### src/rtl/fmul_result_stage.sv
// fmul_result_stage: registered result stage behind the combinational FP multiplier.
// Recomputes the product exponent, applies IEEE special-case fixups for single and
// half precision, and presents results through a 2-entry skid buffer with sticky flags.
//
// Handshake: a transfer happens on a rising edge where valid & ready are both high;
// the producer holds its data stable while valid is high and ready is low.
module fmul_result_stage #(
    parameter logic [31:0] NAN32 = 32'h7FC0_0000,
    parameter logic [15:0] NAN16 = 16'h7E00
) (
    input  logic        clk,
    input  logic        rst,
    input  logic        in_valid,
    output logic        in_ready,
    input  logic [31:0] fpa,
    input  logic [31:0] fpb,
    input  logic [31:0] mul_raw,
    input  logic        mul_norm,
    output logic        out_valid,
    input  logic        out_ready,
    output logic [31:0] out_result,
    output logic        flag_ovf,
    output logic        flag_unf,
    output logic        flag_nan,
    input  logic        flag_clr
);

    logic        skid_valid;
    logic [31:0] skid_data;

    logic        half_mode;
    logic        sign;
    logic [7:0]  exp_a;
    logic [7:0]  exp_b;
    logic [7:0]  exp_max;
    logic        man_a_nz;
    logic        man_b_nz;
    logic        a_nan, b_nan, a_inf, b_inf, a_zero, b_zero;
    logic signed [10:0] e_sum;
    logic signed [10:0] e_max_s;
    logic [31:0] fix_result;
    logic        fix_nan;
    logic        fix_ovf;
    logic        fix_unf;

    logic accept;
    logic out_fire;

    // The top bits of the raw word carry the multiplier's own sign/exponent, which are recomputed here.
    logic unused_raw_bits;
    assign unused_raw_bits = ^mul_raw[31:23];

    assign in_ready = !skid_valid;
    assign accept   = in_valid && in_ready;
    assign out_fire = out_valid && out_ready;

    // Decode operand fields and compute the fixed-up result for the current input.
    always_comb begin
        half_mode  = (fpa[31:16] == 16'h0) && (fpb[31:16] == 16'h0);
        sign       = half_mode ? (fpa[15] ^ fpb[15]) : (fpa[31] ^ fpb[31]);
        exp_a      = half_mode ? {3'b000, fpa[14:10]} : fpa[30:23];
        exp_b      = half_mode ? {3'b000, fpb[14:10]} : fpb[30:23];
        man_a_nz   = half_mode ? (|fpa[9:0]) : (|fpa[22:0]);
        man_b_nz   = half_mode ? (|fpb[9:0]) : (|fpb[22:0]);
        exp_max    = half_mode ? 8'd31 : 8'd255;
        a_nan      = (exp_a == exp_max) && man_a_nz;
        b_nan      = (exp_b == exp_max) && man_b_nz;
        a_inf      = (exp_a == exp_max) && !man_a_nz;
        b_inf      = (exp_b == exp_max) && !man_b_nz;
        // Denormals are flushed: any zero exponent counts as zero.
        a_zero     = (exp_a == 8'd0);
        b_zero     = (exp_b == 8'd0);
        e_max_s    = $signed({3'b000, exp_max});
        e_sum      = $signed({3'b000, exp_a}) + $signed({3'b000, exp_b})
                   - (half_mode ? 11'sd15 : 11'sd127)
                   + $signed({10'b0, mul_norm});
        fix_result = 32'h0;
        fix_nan    = 1'b0;
        fix_ovf    = 1'b0;
        fix_unf    = 1'b0;
        if (a_nan || b_nan || (a_inf && b_zero) || (b_inf && a_zero)) begin
            fix_result = half_mode ? {16'h0, NAN16} : NAN32;
            fix_nan    = 1'b1;
        end else if (a_inf || b_inf) begin
            fix_result = half_mode ? {16'h0, sign, 5'h1F, 10'h0} : {sign, 8'hFF, 23'h0};
        end else if (a_zero || b_zero) begin
            fix_result = half_mode ? {16'h0, sign, 15'h0} : {sign, 31'h0};
        end else if (e_sum >= e_max_s) begin
            fix_result = half_mode ? {16'h0, sign, 5'h1F, 10'h0} : {sign, 8'hFF, 23'h0};
            fix_ovf    = 1'b1;
        end else if (e_sum <= 11'sd0) begin
            fix_result = half_mode ? {16'h0, sign, 15'h0} : {sign, 31'h0};
            fix_unf    = 1'b1;
        end else begin
            fix_result = half_mode ? {16'h0, sign, e_sum[4:0], mul_raw[9:0]}
                                   : {sign, e_sum[7:0], mul_raw[22:0]};
        end
    end

    // Output register plus skid entry: the skid only fills while the output is stalled.
    always_ff @(posedge clk or posedge rst) begin
        if (rst) begin
            out_valid  <= 1'b0;
            out_result <= 32'h0;
            skid_valid <= 1'b0;
            skid_data  <= 32'h0;
        end else if (out_fire || !out_valid) begin
            if (skid_valid) begin
                // in_ready is low whenever the skid is full, so no accept can coincide here.
                out_valid  <= 1'b1;
                out_result <= skid_data;
                skid_valid <= 1'b0;
            end else if (accept) begin
                out_valid  <= 1'b1;
                out_result <= fix_result;
            end else begin
                out_valid  <= 1'b0;
            end
        end else if (accept) begin
            skid_valid <= 1'b1;
            skid_data  <= fix_result;
        end
    end

    // Sticky exception flags; a clear in the same cycle beats a new set.
    always_ff @(posedge clk or posedge rst) begin
        if (rst) begin
            flag_ovf <= 1'b0;
            flag_unf <= 1'b0;
            flag_nan <= 1'b0;
        end else if (flag_clr) begin
            flag_ovf <= 1'b0;
            flag_unf <= 1'b0;
            flag_nan <= 1'b0;
        end else if (accept) begin
            flag_ovf <= flag_ovf | fix_ovf;
            flag_unf <= flag_unf | fix_unf;
            flag_nan <= flag_nan | fix_nan;
        end
    end

endmodule

### config.mk
export PLATFORM = sky130hd
export DESIGN_NAME = fmul_result_stage
export DESIGN_NICKNAME = d
export VERILOG_FILES = /design/src/rtl/fmul_result_stage.sv
export SDC_FILE = /design/constraint.sdc
export NUM_CORES = 1
export LEC_CHECK = 0
export CORE_MARGIN = 2
export CORE_UTILIZATION = 45
export CTS_CLUSTER_DIAMETER = 120
export DETAILED_ROUTE_END_ITERATION = 8
export DONT_BUFFER_PORTS = 1
export GPL_TIMING_DRIVEN = 0
export PLACE_DENSITY_LB_ADDON = 0.1
export SETUP_SLACK_MARGIN = 0.05
export SLEW_MARGIN = 0
export SYNTH_ARGS = -nofsm -noshare
export SYNTH_HDL_FRONTEND = slang
export SYNTH_SLANG_ARGS = --single-unit
### constraint.sdc
create_clock -name clk -period 2.3 [get_ports clk]
set_input_delay 0.46 -clock clk [delete_from_list [all_inputs] [get_ports clk]]
set_output_delay 0.46 -clock clk [all_outputs]
set_load 0.02 [all_outputs]
-- Word level (Yosys, flattened, before mapping)
Cells that the tools add are included.
- register bits after elaboration: 69
- input port bits: 102
- logic and storage cells: 90
- output and inout bits: 37
- order comparisons: 2
- bitwise logic cells: 6
- mux-type cells: 38
- add/sub/neg operators: 3
- equality and inequality tests: 2
- reductions and logical operators: 32
- operators with widths (operator ; count):
    $mux 32 ; 10
    $reduce_or 23->1 ; 2
    $logic_not 16->1 ; 2
    $mux 31 ; 1
    $mux 8 ; 3
    $mux 1 ; 23
    $reduce_or 10->1 ; 2
    $eq 8x8->1 ; 2
    $logic_not 8->1 ; 2
    $add 10x2->11 ; 1
    $ge 11x9->1 ; 1
    $le 11x1->1 const B ; 1
    $sub 9x7->10 ; 1
    $add 8x8->9 ; 1
    $logic_and 1x1->1 ; 9
    $mux 7 ; 1
    $logic_or 1x1->1 ; 6
    $reduce_bool 2->1 ; 3
    $logic_not 1->1 ; 4
    $reduce_and 2->1 ; 2
    $or 1x1->1 ; 3
    $xor 1x1->1 ; 2
    $not 1->1 ; 1

-- Logic depth before layout (Yosys ltp)
Gate-level depths: netlist of run 1.
- word-level depth: 15
- mapped depth: 27

-- Worst setup path after synthesis of run 1
OpenSTA, ideal clock, no wires.
- path type: input to register
- start: in fpa[26]
- end: reg out_result[11]
- cell stages on the path: 25
- slack: -3.925 ns
- setup time: 0.136 ns
- arrival time: 6.089 ns
- path through: or4_1 or3_1 or3_4 inv_2 buf_6 clkbuf_1 a21o_1 ha_1 inv_1 fa_1 xnor2_1 nand3_1 nor3_1 nand3_1 nor2_1 xnor2_1 ha_1 nor2_1 nand4_1 o41ai_2 o31ai_1 nor3_2 a211o_1 buf_2 o31ai_1
- longest elaborated chain between the ends: 14
- elaborated cells between the ends (all ways): 40
- classes of those cells: add/sub (3); order compare (2); eq/ne (2); mux (16); reduce/logical (17)
- ends and longest elaborated chain (item ; line ; source):
    from (decl) ; 15 ; input logic [31:0] fpa,
    $logic_not 16->1 ; 59 ; half_mode = (fpa[31:16] == 16'h0) && (fpb[31:16] == 16'h0);
    $logic_and 1x1->1 ; 59 ;
    $mux 8, on equally long branches ; 61, 62 ;
    $add 8x8->9 ; 74 ; e_sum = $signed({3'b000, exp_a}) + $signed({3'b000, exp_b})
    $sub 9x7->10 ; 75 ; - (half_mode ? 11'sd15 : 11'sd127)
    $add 10x2->11 ; 76 ; + $signed({10'b0, mul_norm});
    $le 11x1->1 / $mux 32 (equally long branches) ; 91, 95 ;
    $mux 32 ; 91 ; end else if (e_sum <= 11'sd0) begin
    $mux 32 ; 88 ; end else if (e_sum >= e_max_s) begin
    $mux 32 ; 86 ; end else if (a_zero || b_zero) begin
    $mux 32 ; 84 ; end else if (a_inf || b_inf) begin
    $mux 32 (*) ; 81 ; if (a_nan || b_nan || (a_inf && b_zero) || (b_inf && a_zero)) begin
    $mux 32 (*) ; 113 ; end else if (accept) begin
    $mux 32 (*) ; 108 ; if (skid_valid) begin
    to (signal assigned) ; 111 ; out_result <= skid_data;
    to (signal assigned) ; 115 ; out_result <= fix_result;
    to (decl) ; 21 ; output logic [31:0] out_result,
Mark *: on every way between the ends. The rest lies on a longest branch, timed or not. The select of a mux whose other input is x is not followed.
A chain may end at the register's enable or synchronous reset.

-- Final worst setup path of run 1
- start: in fpa[30]
- end: reg out_result[12]
Same word-level chain as after synthesis.

==> impl_summary.log, run 1 <==
INFO  metric initialDrtViolationCount = 280
INFO  metric fp.dieArea = 11,400 sq um
INFO  metric irDropWorstVdd = 0.348 mV
INFO  metric detail_route.first_pass.iterations = 4
INFO  metric netlist_area = 4750 sq um
INFO  metric power.density = 745 nW/um^2
INFO  metric ys_dominant_reg_cell = sky130_fd_sc_hd__dfrtp_1
INFO  metric crit_path_start_kind = primary input
INFO  metric synth_cell_types = 71
INFO  metric max_slew_margin = 21.5%
INFO  metric critPathKind = primary input to register
INFO  metric num_antenna_cells = 0
INFO  metric met2RoutedLength = 7430 microns
INFO  metric grt_max_degree = 70
INFO  metric clk_transition_reported_paths = 80 ps
INFO  metric finalSetupViolations = 67
INFO  metric drt_drc_violations_left = 0
INFO  metric vias_in_the_first_global_route = 4,661
INFO  metric postRouteWirelength = 14,700 microns
INFO  metric gpl.final_weighted_congestion = 0.879
INFO  metric cts.path.max_buffers = 2
INFO  metric synth.ff_latch_count = 69
INFO  metric synth-async-reset-ratio = 100%
INFO  metric ff2ff_path_depth = 5
INFO  metric placed_cells_incl_taps = 701
INFO  metric post_drt_via_cell_ratio = 6.06
INFO  metric floorplan.initialDensity = 46.2%
INFO  metric clock_tree_from_tritoncts = built
INFO  metric hpwlAfterDp = 10,300 microns
INFO  metric crit_fanout = 8
INFO  metric hold_critical_path_depth = 1
INFO  metric clockRootBuffer = sky130_fd_sc_hd__clkbuf_8
INFO  metric detailroute.via_count = 4,599
INFO  metric yosysWarnings = 0
INFO  metric layout_common_cells = sky130_fd_sc_hd__dfrtp_1, sky130_fd_sc_hd__nand2_1, sky130_fd_sc_hd__a21oi_1, sky130_fd_sc_hd__nor2_1, sky130_fd_sc_hd__buf_4
INFO  metric postRouteAntennaNets = 0
INFO  metric worstHoldStart = flag_clr
INFO  metric clock-sinks = 69
INFO  metric max_clock_freq = 0.175 GHz
INFO  metric rsz0062_at_grt = yes
INFO  metric most_common_library_cell_in_the_layout_ignoring_fill_and_taps = sky130_fd_sc_hd__dfrtp_1
INFO  metric post-route-period-util = 248%
INFO  metric clk_latency = 360 ps
INFO  metric routed_wire_length_per_instance = 19.3 microns
INFO  metric endpoint_of_the_lowest_slack_register_to_register_path = out_result[11]
INFO  metric row_count = 37
INFO  metric min-delay-path-class = primary input to register
INFO  metric synth-edff-count = 0
INFO  metric route.top_layer_used = met4
INFO  metric fin_worst_skew = 8.12 ps
INFO  metric m1_wire_length = 6260 microns
INFO  metric run_status = finished, violations left
INFO  metric synth.avg_cell_area = 8.40 sq um
INFO  metric finalWorstSetupSlack = -3410 ps
INFO  metric timing_worst_slew_pin_value = 1180 ps
INFO  metric die_height = 107 microns
INFO  metric failing_checks = negative setup slack
INFO  metric fin_tns_setup = -207,190 ps
INFO  metric design.final.nets = 742
INFO  metric portBuffers = 0
INFO  metric final-max-slew-violation-count = 0
INFO  metric area_growth_syn_to_layout = 32.4%
INFO  metric timing.final.hold_violations = 0
INFO  metric critical_path.startpoint = fpa[30]
INFO  metric drive_gt1_share = 27.9%
INFO  metric global_route_wire_length_before_repair = 23,400 microns
INFO  metric cts_htree_levels = 3
INFO  metric overflow = 0
INFO  metric cp.arrival = 5920 ps
INFO  metric stdcell_count = 759
INFO  metric core_area = 10,300 sq um
INFO  metric min_period = 5710 ps
INFO  metric grt_usage = 26.2%
INFO  metric synth.net_count = 689
INFO  metric endpoint = out_result[12]
INFO  metric dieWidth = 107 microns
INFO  metric standby_leakage_power = 2.61 nW
INFO  metric r2r_setup_slack = -240 ps
INFO  metric initial_antenna_violation_count = 0
INFO  metric timing.critical_path.to_type = register
INFO  metric maxCapViolCount = 0
INFO  metric tritoncts_buffer_count = 9
INFO  metric r2r_start = out_valid
INFO  metric io_pins = 139
INFO  metric synthCells = 565
INFO  metric route.met3.wl = 681 microns
INFO  metric cp_data_required_time = 2520 ps
INFO  metric seq_area_frac_synth = 36.4%
## stage by stage
step	power (mW)	utilization [%]	setup slack (ps)	hold WS [ps]	cell area, sq um
global route	4.95	61.2	-3650	129	6280
finish	4.68	61.2	-3410	141	6280
floorplan	2.83	-	-3500	441	4890
global placement	3.11	49.2	-4450	453	5060
detailed placement	3.14	49.2	-4480	459	5060
CTS	4.54	58.9	-3360	145	6050
## worst min path at each step
stage / end / slack (ps)
after floorplan: skid_data[0] / 440
after global placement: skid_data[13] / 450
after detailed placement: skid_data[2] / 460
after CTS: flag_nan / 140
after global routing: flag_unf / 130
final: flag_unf / 140
## Yosys cell counts, types with 14 or more instances
master	n	area (sq um)
sky130_fd_sc_hd__dfrtp_1	69	1730
sky130_fd_sc_hd__ha_1	21	263
sky130_fd_sc_hd__clkbuf_1	25	93.8
sky130_fd_sc_hd__nand3_1	16	80.1
sky130_fd_sc_hd__and3_1	26	163
sky130_fd_sc_hd__inv_1	26	97.6
sky130_fd_sc_hd__o21ai_0	17	85.1
sky130_fd_sc_hd__nand4_1	17	106
sky130_fd_sc_hd__nand2_1	61	229
sky130_fd_sc_hd__nor2_1	47	176
sky130_fd_sc_hd__nor3_1	14	70.1
sky130_fd_sc_hd__o31ai_1	33	248
sky130_fd_sc_hd__a21oi_1	56	280
## what timing repair did
action                                  in CTS  in global routing
resized for setup                          102                 35
pin swaps                                   50                 20
cloned                                       2                  0
setup buffers                               34                  7
hold buffers                                 0                  0
endpoints found under the setup margin      67                 67
## power breakdown
group | internal [mW] | switching (mW)
clock network | 0.589 | 0.478
logic | 0.727 | 0.955
registers | 1.53 | 0.408
total | 2.84 | 1.84
## logic make-up after synthesis
| family | share of synthesized area, % |
|---|---|
| adders and majority gates | 5.96 |
| xor gates and xnor gates | 2.74 |
| AOI/OAI and AO/OA | 25.5 |
| buffers and inverters | 5.03 |
| muxes | 0.422 |
| and+or+nand+nor | 24.0 |
| DFF | 36.4 |
## critical path, cell delays in order
cell and delay (ps):
sky130_fd_sc_hd__or4_4 530, sky130_fd_sc_hd__or3_4 400, sky130_fd_sc_hd__or3_4 380, sky130_fd_sc_hd__inv_4 80, sky130_fd_sc_hd__buf_8 100, sky130_fd_sc_hd__clkbuf_16 130, sky130_fd_sc_hd__buf_4 110, sky130_fd_sc_hd__a211oi_1 60
sky130_fd_sc_hd__a21oi_1 190, sky130_fd_sc_hd__ha_1 310, sky130_fd_sc_hd__or2_2 310, sky130_fd_sc_hd__o31a_1 190, sky130_fd_sc_hd__xor2_4 270, sky130_fd_sc_hd__nand3_2 140, sky130_fd_sc_hd__nor2_4 160, sky130_fd_sc_hd__xnor2_2 160
sky130_fd_sc_hd__ha_1 290, sky130_fd_sc_hd__nor2_1 110, sky130_fd_sc_hd__nand4_1 170, sky130_fd_sc_hd__o41ai_4 340, sky130_fd_sc_hd__buf_6 180, sky130_fd_sc_hd__o22ai_4 100, sky130_fd_sc_hd__nor3_4 280, sky130_fd_sc_hd__a211o_1 260
sky130_fd_sc_hd__buf_6 150, sky130_fd_sc_hd__o31ai_1 60
## routing by layer
metal	track usage, %	vias up
met5	0	-
met1	32.4	2237
met2	45.5	140
met3	5.11	24
met4	9.18	0
li1	-	2198
## layout make-up
type | instances | area, sq um
inverters | 27 | 106
fillers | 908 | 3990
repair buffers | 42 | 384
multi-input cells | 439 | 3500
flip-flops and latches | 69 | 1730
well taps | 136 | 170
plain buffers | 30 | 190
clock buffers | 13 | 169
clock inverters | 3 | 42.5
## flip-flops by register name (all words and copies together) (netlist names)
name	cells
out_valid	1
flag_nan	1
skid_valid	1
out_result	32
flag_ovf	1
flag_unf	1
skid_data	32
No activity file was read; power rests on OpenSTA's default activity.
==> run 2: changes to the inputs <==
- PLACE_DENSITY_LB_ADDON: 0.1 -> 0.3
==> run 2 against run 1 <==
  * The run still ends with negative setup slack left
  * Worst setup slack lost 130 ps
  * Non-clock buffer count increased by 12
  * First-iteration DRC count rose by 5.4%
  * Clock power fell by 7%
  * Hold slack improved by 7.0 ps
  * Final cell count is 1.4% higher
  * Clock skew is 4.0 ps lower
  * Die area unchanged
  * Sequential share of layout area fell by 1.9 points
  * Total power increased by 5.4%
  * Highest routed layer unchanged
==> impl_summary.log, run 2 (synthesis gave the netlist of run 1 again) <==
INFO  metric row_count = 37
INFO  metric timing.critical_path.to_type = register
INFO  metric post-route-period-util = 254%
INFO  metric clock_tree_from_tritoncts = built
INFO  metric clk_transition_reported_paths = 70 ps
INFO  metric r2r_start = out_valid
INFO  metric failing_checks = negative setup slack
INFO  metric r2r_setup_slack = -510 ps
INFO  metric power.switching = 1.97 mW
INFO  metric routed_wire_length_per_instance = 21.2 microns
INFO  metric die_height = 107 microns
INFO  metric finalWorstSetupSlack = -3540 ps
INFO  metric floorplan.initialDensity = 46.2%
INFO  metric timing_worst_slew_pin_value = 1190 ps
INFO  metric ff2ff_path_depth = 5
INFO  metric final.hold.worst_slack = 147 ps
INFO  metric num_antenna_cells = 0
INFO  metric final-max-slew-violation-count = 0
INFO  metric design.final.nets = 754
INFO  metric vias_in_the_first_global_route = 4,984
INFO  metric clk_latency = 350 ps
INFO  metric portBuffers = 0
INFO  metric slowest_delay = 540 ps
INFO  metric detail_route.first_pass.iterations = 5
INFO  metric fp.dieArea = 11,400 sq um
INFO  metric grt_max_degree = 70
INFO  metric total_power = 4.94 mW
INFO  metric cts_htree_levels = 3
INFO  metric cts.hold.buffers_added = 0
INFO  metric irDropWorstVdd = 0.442 mV
INFO  metric sequentialPowerShare = 39.4%
INFO  metric crit_fanout = 6
INFO  metric critPathKind = primary input to register
INFO  metric fin_worst_skew = 4.14 ps
INFO  metric io_pins = 139
INFO  metric layout_common_cells = sky130_fd_sc_hd__dfrtp_1, sky130_fd_sc_hd__nand2_1, sky130_fd_sc_hd__nor2_1, sky130_fd_sc_hd__a21oi_1, sky130_fd_sc_hd__buf_4
INFO  metric global_route_wire_length_before_repair = 25,600 microns
INFO  metric maxCapViolCount = 0
INFO  metric drt_drc_violations_left = 0
INFO  metric critPathBufInv = 8
INFO  metric crit_path_start_kind = primary input
INFO  metric clockRootBuffer = sky130_fd_sc_hd__clkbuf_8
INFO  metric internal-power = 2.97 mW
INFO  metric standby_leakage_power = 2.73 nW
INFO  metric largestRegisters = out_result x32, skid_data x32
INFO  metric tritoncts_buffer_count = 9
INFO  metric power.density = 730 nW/um^2
INFO  metric timing.final.hold_violations = 0
INFO  metric hpwlAfterDp = 10,300 microns
INFO  metric initialDrtViolationCount = 295
INFO  metric critical-path-top-delay-family = simple AND/OR/NAND/NOR gates
INFO  metric cp_data_required_time = 2500 ps
INFO  metric drive_gt1_share = 33.3%
INFO  metric cp.arrival = 6040 ps
INFO  metric final_design_area_no_fill = 6760 sq um
INFO  metric post_drt_via_cell_ratio = 6.30
INFO  metric postRouteWirelength = 16,300 microns
INFO  metric max_slew_margin = 20.8%
INFO  metric area_growth_syn_to_layout = 42.3%
INFO  metric core_area = 10,300 sq um
INFO  metric endpoint_of_the_lowest_slack_register_to_register_path = out_result[12]
INFO  metric crit_path_top_delay_cell = sky130_fd_sc_hd__or4_4
INFO  metric most_common_library_cell_in_the_layout_ignoring_fill_and_taps = sky130_fd_sc_hd__dfrtp_1
INFO  metric placedInstanceArea = 5060 sq um
INFO  metric dieWidth = 107 microns
INFO  metric pwr-share-clk = 20.3%
INFO  metric combinational_cell_fraction_of_total_power = 40.3%
INFO  metric cts.path.max_buffers = 2
INFO  metric gpl.final_weighted_congestion = 0.908
INFO  metric detailroute.via_count = 4,850
INFO  metric min_period = 5840 ps
INFO  metric run_status = finished, violations left
INFO  metric min-delay-path-class = primary input to asynchronous set/reset pin
INFO  metric p_sw_share = 39.9%
INFO  metric max_clock_freq = 0.171 GHz
INFO  metric postRouteAntennaNets = 0
INFO  metric finalSetupViolations = 67
INFO  metric rsz0062_at_grt = yes
INFO  metric overflow = 0
INFO  metric grt_usage = 28.3%
INFO  metric clock-sinks = 69
INFO  metric initial_antenna_violation_count = 0
INFO  metric worst_path_most_repeated_cell = sky130_fd_sc_hd__buf_6
run 2: changes by cell type in the layout (fill, tap and decap cells not counted), sizes merged:
cell      delta
buf         +11
clkbuf       +2
clkinv       -1
clkinvlp     -1
run 2: power groups by stage:
stage	registers [mW]	clock network (mW)	logic, mW
after floorplan	1.89	0	0.937
after global placement	1.95	0	1.14
after detailed placement	1.96	0	1.18
after CTS	1.94	1.01	1.74
after global routing	1.98	1.06	2.13
final	1.95	1.00	1.99
run 2: layout make-up:
type	count	area, sq um
Sequential cell	69	1730
Timing Repair Buffer	54	547
Buffer	30	191
Multi-Input combinational cell	439	3820
Clock inverter	1	30.0
Inverter	27	106
Tap cell	136	170
Fill cell	786	3520
Clock buffer	14	163
run 2: repair_timing:
action / in CTS / in global routing
gates cloned: 3 / 1
setup buffers: 45 / 7
setup endpoints to repair: 67 / 67
pin swaps: 57 / 27
resized for setup: 150 / 44
run 2: worst max path at each step:
stage                     cells after the start  slack, ps     from             end
final                                        28      -3540  fpa[26]  out_result[10]
after CTS                                    29      -3280  fpa[26]   skid_data[10]
after detailed placement                     21      -4330  fpa[30]   skid_data[12]
after global placement                       22      -4240  fpa[30]  out_result[11]
after global routing                         28      -3680  fpa[26]  out_result[10]
after floorplan                              24      -3500  fpa[30]  out_result[10]
run 2: metal layers:
| metal | share of wire (%) | vias to the layer above | global-route usage (%) |
|---|---|---|---|
| met2 | 52 | 198 | 48.0 |
| met4 | 3.5 | 0 | 12.4 |
| met5 | 0 | - | 0 |
| met3 | 6.0 | 46 | 5.29 |
| li1 | - | 2222 | - |
| met1 | 39 | 2384 | 35.2 |
run 2: worst register-to-register path, delay by kind of cell (launching register included):
kind | cells | cell delay (ps)
AOI/OAI and AO/OA | 1 | 160
DFF | 1 | 480
buffers and inverters | 1 | 930
and+or+nand+nor | 3 | 1090
run 2: stage by stage:
step | utilization, % | setup TNS, ps | instances | setup WS (ps)
2_1_floorplan | - | -210110 | 565 | -3500
3_5_place_dp | 49.2 | -263970 | 701 | -4330
4_1_cts | 62.6 | -203740 | 763 | -3280
6_report | 65.7 | -217680 | 770 | -3540
3_3_place_gp | 49.2 | -301390 | 701 | -4240
5_1_grt | 65.7 | -227850 | 770 | -3680
==> run 3: changes to the inputs <==
- CELL_PAD_IN_SITES_DETAIL_PLACEMENT: not set -> 0
- CELL_PAD_IN_SITES_GLOBAL_PLACEMENT: not set -> 2
- CORE_UTILIZATION: 45 -> 33
==> run 3 against run 2 <==
  * The flow still finishes with violations (negative setup slack)
  * Critical path depth grew 2
  * Non-clock buffer count grew 17
  * Core utilization shrank 16 points
  * Hold slack gained 18 ps
  * Cell area grew 2.3%
  * Global-route usage shrank 7.0 points
  * Sequential cell count is the same
  * Die area grew 35%
  * Highest routed layer unchanged
==> impl_summary.log, run 3 (synthesis gave the netlist of run 1 again) <==
INFO  metric tritoncts_buffer_count = 9
INFO  metric cts_htree_levels = 3
INFO  metric clk_latency = 330 ps
INFO  metric postRouteAntennaNets = 0
INFO  metric post_drt_via_cell_ratio = 5.71
INFO  metric postRouteWirelength = 16,700 microns
INFO  metric clk_transition_reported_paths = 60 ps
INFO  metric clock_tree_from_tritoncts = built
INFO  metric cp.arrival = 5970 ps
INFO  metric pre_cts_ws = -4540 ps
INFO  metric timing.final.hold_violations = 0
INFO  metric row_count = 43
INFO  metric post-route-period-util = 250%
INFO  metric largestRegisters = out_result x32, skid_data x32
INFO  metric standby_leakage_power = 2.86 nW
INFO  metric fin_worst_skew = 3.30 ps
INFO  metric cp_data_required_time = 2530 ps
INFO  metric timing.critical_path.to_type = register
INFO  metric finish.utilization = 49.4%
INFO  metric power.density = 754 nW/um^2
INFO  metric area_growth_syn_to_layout = 45.6%
INFO  metric routed_wire_length_per_instance = 20.1 microns
INFO  metric critPathBufInv = 11
INFO  metric drive_gt1_share = 34.6%
INFO  metric grt_max_degree = 70
INFO  metric crit_path_top_delay_cell = sky130_fd_sc_hd__or4_4
INFO  metric cts.hold.buffers_added = 0
INFO  metric design.final.nets = 772
INFO  metric detail_route.first_pass.iterations = 4
INFO  metric gpl.final_weighted_congestion = 0.802
INFO  metric fin_tns_setup = -216,190 ps
INFO  metric clock-sinks = 69
INFO  metric die_height = 124 microns
INFO  metric min_period = 5740 ps
INFO  metric timing_worst_slew_pin_value = 1100 ps
INFO  metric min-delay-path-class = primary input to asynchronous set/reset pin
INFO  metric core_area = 14,000 sq um
INFO  metric drt_drc_violations_left = 0
INFO  metric max_clock_freq = 0.174 GHz
INFO  metric critical-path-top-delay-family = simple AND/OR/NAND/NOR gates
INFO  metric crit_path_start_kind = primary input
INFO  metric finalSetupViolations = 67
INFO  metric max_slew_margin = 26.8%
INFO  metric rsz0062_at_grt = yes
INFO  metric vias_in_the_first_global_route = 4,755
INFO  metric critPathKind = primary input to register
INFO  metric slowest_delay = 530 ps
INFO  metric floorplan.initialDensity = 33.9%
INFO  metric layout_common_cells = sky130_fd_sc_hd__dfrtp_1, sky130_fd_sc_hd__nand2_1, sky130_fd_sc_hd__buf_4, sky130_fd_sc_hd__a21oi_1, sky130_fd_sc_hd__nor2_1
INFO  metric irDropWorstVdd = 0.275 mV
INFO  metric cts.path.max_buffers = 2
INFO  metric io_pins = 139
INFO  metric final-max-slew-violation-count = 0
INFO  metric num_antenna_cells = 0
INFO  metric detailroute.via_count = 4,746
INFO  metric grt_usage = 21.4%
INFO  metric failing_checks = negative setup slack
INFO  metric overflow = 0
INFO  metric crit_fanout = 6
INFO  metric global_route_wire_length_before_repair = 25,200 microns
INFO  metric clockRootBuffer = sky130_fd_sc_hd__clkbuf_16
INFO  metric worst_path_most_repeated_cell = sky130_fd_sc_hd__buf_6
INFO  metric portBuffers = 0
INFO  metric fp.dieArea = 15,400 sq um
INFO  metric hpwlAfterDp = 11,400 microns
INFO  metric initialDrtViolationCount = 258
INFO  metric most_common_library_cell_in_the_layout_ignoring_fill_and_taps = sky130_fd_sc_hd__dfrtp_1
INFO  metric dieWidth = 124 microns
INFO  metric run_status = finished, violations left
INFO  metric finalWorstSetupSlack = -3440 ps
INFO  metric maxCapViolCount = 0
INFO  metric initial_antenna_violation_count = 0
-- run 3: cell count changes in the layout (fill, tap and decap cells not counted), sizes merged --
cell,change
buf,+17
nand2,+1
bufinv,-1
clkinv,+1
clkbuf,-1
-- run 3: area by class of cell --
cell class,count,area [sq um]
Timing Repair Buffer,71,684
Buffer,30,185
Fill cell,1323,7070
Clock buffer,13,280
Inverter,27,106
Tap cell,180,225
Multi-Input combinational cell,440,3700
Sequential cell,69,1730
Clock inverter,1,5.00
-- run 3: path summary, 6_finish.rpt --
path | slack (ps) | start | cells after the start | to
max | -3440 | fpa[26] | 30 | skid_data[8]
min | 170 | rst | 1 | out_result[14]
max reg2reg | -430 | out_valid | 5 | out_result[10]
min reg2reg | 480 | skid_data[12] | 2 | skid_data[12]
max in group asynchronous | 1530 | rst | 1 | out_result[17]
min in group clk | 170 | flag_clr | 1 | flag_unf
-- run 3: repair_timing --
action | in CTS | in global routing
setup buffers | 44 | 24
pin swaps | 54 | 29
endpoints found under the hold margin | 0 | 0
gates resized for setup | 132 | 49
gates cloned | 3 | 1
setup endpoints to repair | 67 | 67
-- run 3: report_power, final --
| part | internal, mW | leakage [nW] | switching [mW] |
|---|---|---|---|
| logic | 0.868 | 1.87 | 1.06 |
| registers | 1.53 | 0.849 | 0.426 |
| clock network | 0.834 | 0.144 | 0.505 |
-- run 3: per-stage QoR --
stage / cells / instance area (sq um) / power, mW / hold WS (ps)
floorplan: 565 / 4890 / 2.83 / 441
global placement: 745 / 5110 / 3.14 / 451
detailed placement: 745 / 5110 / 3.18 / 460
CTS: 806 / 6490 / 5.03 / 164
global route: 831 / 6910 / 5.50 / 160
finish: 831 / 6910 / 5.22 / 165
-- run 3: layer usage --
metal	track usage, %	share of wire [%]
met5	0	0
met4	5.62	0.99
met3	4.85	5.4
met2	37.6	52
met1	26.4	41
